### config.mk
export PLATFORM = sky130hd
export DESIGN_NAME = watch_dp
export DESIGN_NICKNAME = d
export VERILOG_FILES = /design/src/rtl/watch_dp.sv
export SDC_FILE = /design/constraint.sdc
export NUM_CORES = 1
export LEC_CHECK = 0
export ABC_AREA = 1
export ABC_CLOCK_PERIOD_IN_PS = 3080
export BUFFER_PORTS_ARGS = -buffer_cell sky130_fd_sc_hd__buf_4
export CAP_MARGIN = 20
export CELL_PAD_IN_SITES_DETAIL_PLACEMENT = 0
export CELL_PAD_IN_SITES_GLOBAL_PLACEMENT = 1
export CORE_ASPECT_RATIO = 0.6
export CORE_UTILIZATION = 42
export CTS_CLUSTER_SIZE = 20
export DETAILED_ROUTE_END_ITERATION = 8
export PLACE_DENSITY_LB_ADDON = 0.1
export SYNTH_ARGS = -nofsm -noshare
export SYNTH_HDL_FRONTEND = slang
export SYNTH_SLANG_ARGS = --single-unit
### constraint.sdc
create_clock -name clk -period 3.08 [get_ports clk]
set_input_delay 0.462 -clock clk [delete_from_list [all_inputs] [get_ports clk]]
set_output_delay 0.462 -clock clk [all_outputs]
set_load 0.005 [all_outputs]
### src/rtl/watch_dp.sv
// watch_dp: time-of-day datapath for the watch.
// 10 ms tick divider feeding cs/sec/min/hour counters plus set pulses.

module watch_dp #(
  parameter int unsigned CLK_FREQ  = 100_000_000,
  parameter int unsigned TICK_HZ   = 100,
  parameter int unsigned INIT_HOUR = 12
) (
  input  logic       clk,
  input  logic       rst,
  input  logic       i_secup,
  input  logic       i_minup,
  input  logic       i_hourup,
  output logic [6:0] o_msec,
  output logic [5:0] o_sec,
  output logic [5:0] o_min,
  output logic [4:0] o_hour,
  output logic       o_tick
);

  localparam int unsigned DIV = CLK_FREQ / TICK_HZ;
  localparam int unsigned CW  = (DIV > 1) ? $clog2(DIV) : 1;
  localparam logic [CW-1:0] DIV_LAST = CW'(DIV - 1);

  function automatic logic [6:0] inc100(
    input logic [6:0] cur,
    input logic       nat
  );
    logic [7:0] s;
    s = {1'b0, cur} + {7'd0, nat};
    if (s >= 8'd100) s = s - 8'd100;
    return s[6:0];
  endfunction

  // Natural and manual steps add together; the wrap covers both at once.
  function automatic logic [5:0] inc60(
    input logic [5:0] cur,
    input logic       nat,
    input logic       man
  );
    logic [6:0] s;
    s = {1'b0, cur} + {6'd0, nat} + {6'd0, man};
    if (s >= 7'd60) s = s - 7'd60;
    return s[5:0];
  endfunction

  function automatic logic [4:0] inc24(
    input logic [4:0] cur,
    input logic       nat,
    input logic       man
  );
    logic [5:0] s;
    s = {1'b0, cur} + {5'd0, nat} + {5'd0, man};
    if (s >= 6'd24) s = s - 6'd24;
    return s[4:0];
  endfunction

  logic [CW-1:0] cnt_q, cnt_d;
  logic          tick_q, tick_d;
  logic [6:0]    msec_q, msec_d;
  logic [5:0]    sec_q, sec_d;
  logic [5:0]    min_q, min_d;
  logic [4:0]    hour_q, hour_d;
  logic          tick_int;
  logic          c0, c1, c2;

  always_comb begin
    tick_int = (cnt_q == DIV_LAST);
    cnt_d    = tick_int ? '0 : cnt_q + 1'b1;
    tick_d   = tick_int;
    c0       = tick_int & (msec_q == 7'd99);
    c1       = c0 & (sec_q == 6'd59);
    c2       = c1 & (min_q == 6'd59);
    msec_d   = inc100(msec_q, tick_int);
    sec_d    = inc60(sec_q, c0, i_secup);
    min_d    = inc60(min_q, c1, i_minup);
    hour_d   = inc24(hour_q, c2, i_hourup);
  end

  always_ff @(posedge clk) begin
    if (rst) begin
      cnt_q  <= '0;
      tick_q <= 1'b0;
      msec_q <= 7'd0;
      sec_q  <= 6'd0;
      min_q  <= 6'd0;
      hour_q <= 5'(INIT_HOUR);
    end else begin
      cnt_q  <= cnt_d;
      tick_q <= tick_d;
      msec_q <= msec_d;
      sec_q  <= sec_d;
      min_q  <= min_d;
      hour_q <= hour_d;
    end
  end

  assign o_msec = msec_q;
  assign o_sec  = sec_q;
  assign o_min  = min_q;
  assign o_hour = hour_q;
  assign o_tick = tick_q;

endmodule

==> metrics.md <==
| Metric | Value |
|---|---|
| Status | `finished, final reports clean` |
| Iteration-0 DRC Markers | `between 80 and 90` |
| Relative slew slack | `0.732` |
| Worst slew pin tran | `399 ps` |
| Most used DFF post-synth | `dfxtp_1` |
| Period utilisation layout | `0.905` |
| Crit path capture type | `flip-flop` |
| Crit path max-delay cell type | `dfxtp_1` |
| Distinct cells, synth | `32` |
| Rows | `21` |
| Final setup violation count | `0` |
| WL final | `5540 um` |
| Slew Viols, Final | `0` |
| CP startpoint kind | `flip-flop` |
| FF+latch count, synth | `45` |
| Final worst path period need | `2790 ps` |
| Die boundary height | `~62 um` |
| Worst Path Class, Setup | `flip-flop to flip-flop` |
| Num CTS Buffers | `5` |
| Final Cell Area | `0.00299 mm2` |
| Fin. Hold Viols | `0` |
| Clock Latency Late Sink | `290 ps` |
| Root Driver | `clkbuf_8` |
| Syn_area_per_cell | `7.09 um2` |
| Setup TNS | `0 ps` |
| Synth area leader | `dfxtp_1` |
| CTS tree | `yes` |
| Syn_nets | `377` |
| Crit path top cell by count | `nand2_1` |
| RSZ-0062 raised after global routing | `no` |
| WHS | `459 ps` |
| Register area share after synthesis | `0.354` |
| Synth top area share | `0.354` |
| Fin util | `0.524` |
| DP Area | `about 0.0029 mm2` |
| Clock sink total | `45` |
| Power per Cell Area | `348 mW/mm2` |
| Die W | `102 um` |
| Ys async rst share | `0` |
| Max-Cap Viols | `0` |
| Max incr delay on CP | `~360 ps` |
| EDFF count, synth | `0` |
| Cell count after synthesis | `359` |
| Initial cell density of the core | `0.446` |
| N_diodes | `0` |
| Peak supply drop | `0.241 mV` |
| Synth Warn # | `0` |
| Bufs and invs on worst path | `0` |
| CORE AREA | `0.00570 mm2` |
| # nets final | `roughly 410` |
| Static leakage | `1.35 nW` |
| WL per Instance | `11.7 um` |
| Fmax | `0.359 GHz` |
| Via/cell ratio | `4.84` |
| Clock skew | `11.2 ps` |
| Die area | `0.00638 mm2` |
| Layout cells sized above 1 | `0.162` |
| Max FO, Critical Path | `6` |
| Vias | `2301` |
| Grt ovf | `0` |
| Antenna violation net count after detailed routing | `0` |
| CTS clk-pin slew, worst paths | `90 ps` |
| Top area cells in the synthesized netlist | `dfxtp_1 (35%), nand2_1 (10%), inv_1 (8.1%)` |
| Delay-heaviest family, CP | `simple AND/OR/NAND/NOR gates` |
| Num ports | `30` |
| DRC viols | `0` |
| Mapped cell area | `0.00254 mm2` |
| Synthesis-to-finish area growth | `17.4%` |
| Critical Path, Cell by Cell | `ha_1 > nand2_1 > nor3_4 > nand3_4 > nor3_4 > fa_2 > ha_1 > nor2_1 > nor2_2 > ha_1 > nand3_1 > nor2_1 > nand2_1 > nand3_2 > nand2_1 > nand2_1 > nor2_1` |
| GRT Util Overall | `0.187` |
| H-Tree Depth | `2` |
| Maximum buffer depth of the clock tree | `2` |
| Vias in the first global route | `2045` |
| Gpl congestion | `between 0.8 and 0.9` |
| Tot Pwr | `1.04 mW` |
| Leading cell type in the layout, fill and taps excluded | `nand2_1` |
| Most frequent cells in the layout | `nand2_1 (69), inv_1 (55), dfxtp_1 (45), nor2_1 (42), nand3_1 (35)` |
| Pin count of the biggest net entering global routing | `24` |
| Worst Path Arrival | `2980 ps` |
| DRT Pass-1 Iters | `4` |
| Initial antenna violation count | `0` |
| Detail Placement HPWL | `~4300 um` |
| First-pass GRT wire length | `approximately 9400 um` |
| WP data required | `around 3300 ps` |
| Number of port buffers | `29` |
| Worst hold path class | `flip-flop to flip-flop` |
[path summary, 6_finish.rpt]
kind	depth (start not counted)	slack, ps	endpoint	start
setup / recovery	17	290	o_min[2]	cnt_q[0]
hold reg to reg	1	460	cnt_q[0]	cnt_q[0]
setup reg to reg	17	290	o_min[2]	cnt_q[0]
hold / removal	1	460	cnt_q[0]	cnt_q[0]
[state kept, by name, indices dropped and copies added (netlist names)]
register	cells
cnt_q	20
o_hour	5
o_tick	1
o_sec	6
o_min	6
o_msec	7
[routing by layer]
layer	GRT usage	routed length (um)	vias up	share of wire
li1	-	-	1228	-
met1	0.305	3250	1042	0.59
met2	0.243	2100	29	0.38
met3	0.0372	174	2	0.031
met4	0.0429	22	0	0.0040
met5	0	0	-	0
[per-stage QoR]
stage	instances	worst slack [ps]
2_1_floorplan	359	419
3_3_place_gp	467	306
3_5_place_dp	467	186
4_1_cts	474	160
5_1_grt	475	8.13
6_report	475	292
[final cells by class]
class	instances	area, um2
Fill cell	580	2720
Multi-Input combinational cell	252	1430
Sequential cell	45	901
Timing Repair Buffer	33	248
Inverter	58	218
Tap cell	80	100
Clock buffer	7	86.3
[repair_timing]
action,in CTS,in global routing
endpoints found under the setup margin,0,6
resized for setup,0,7
buffers inserted,0,1
hold buffers,0,0
[cells by family after synthesis]
logic type,after synthesis,share of synthesized area
AND/OR/NAND/NOR,200,0.377
XOR/XNOR,15,0.0546
adder cells (fa/ha/maj),13,0.0728
buffers and inverters,62,0.0935
AO/OA/AOI/OAI,24,0.0477
flip-flops,45,0.354
[power breakdown]
part | total [mW] | leakage, nW | switching (mW) | internal, mW
Clock | 0.368 | 0.0443 | 0.190 | 0.178
Combinational | 0.0655 | 0.939 | 0.0364 | 0.0291
Sequential | 0.607 | 0.364 | 0.0132 | 0.593
Total | 1.04 | 1.35 | 0.240 | 0.801
[synthesized netlist by cell type (2+ instances only)]
library cell / number
ha_1: 10
nor3_1: 9
nor2_2: 2
nand3_1: 35
dfxtp_1: 45
nand2_2: 5
nor3b_1: 2
nor4_1: 2
xnor2_1: 5
nand3_2: 5
a21oi_1: 16
clkbuf_1: 2
inv_2: 2
nand3b_1: 2
or2_2: 2
inv_1: 55
fa_1: 3
nand2_1: 69
nor2_1: 43
nand4_1: 19
xor2_1: 9
o21ai_0: 7
No activity file was read; power rests on OpenSTA's default activity.
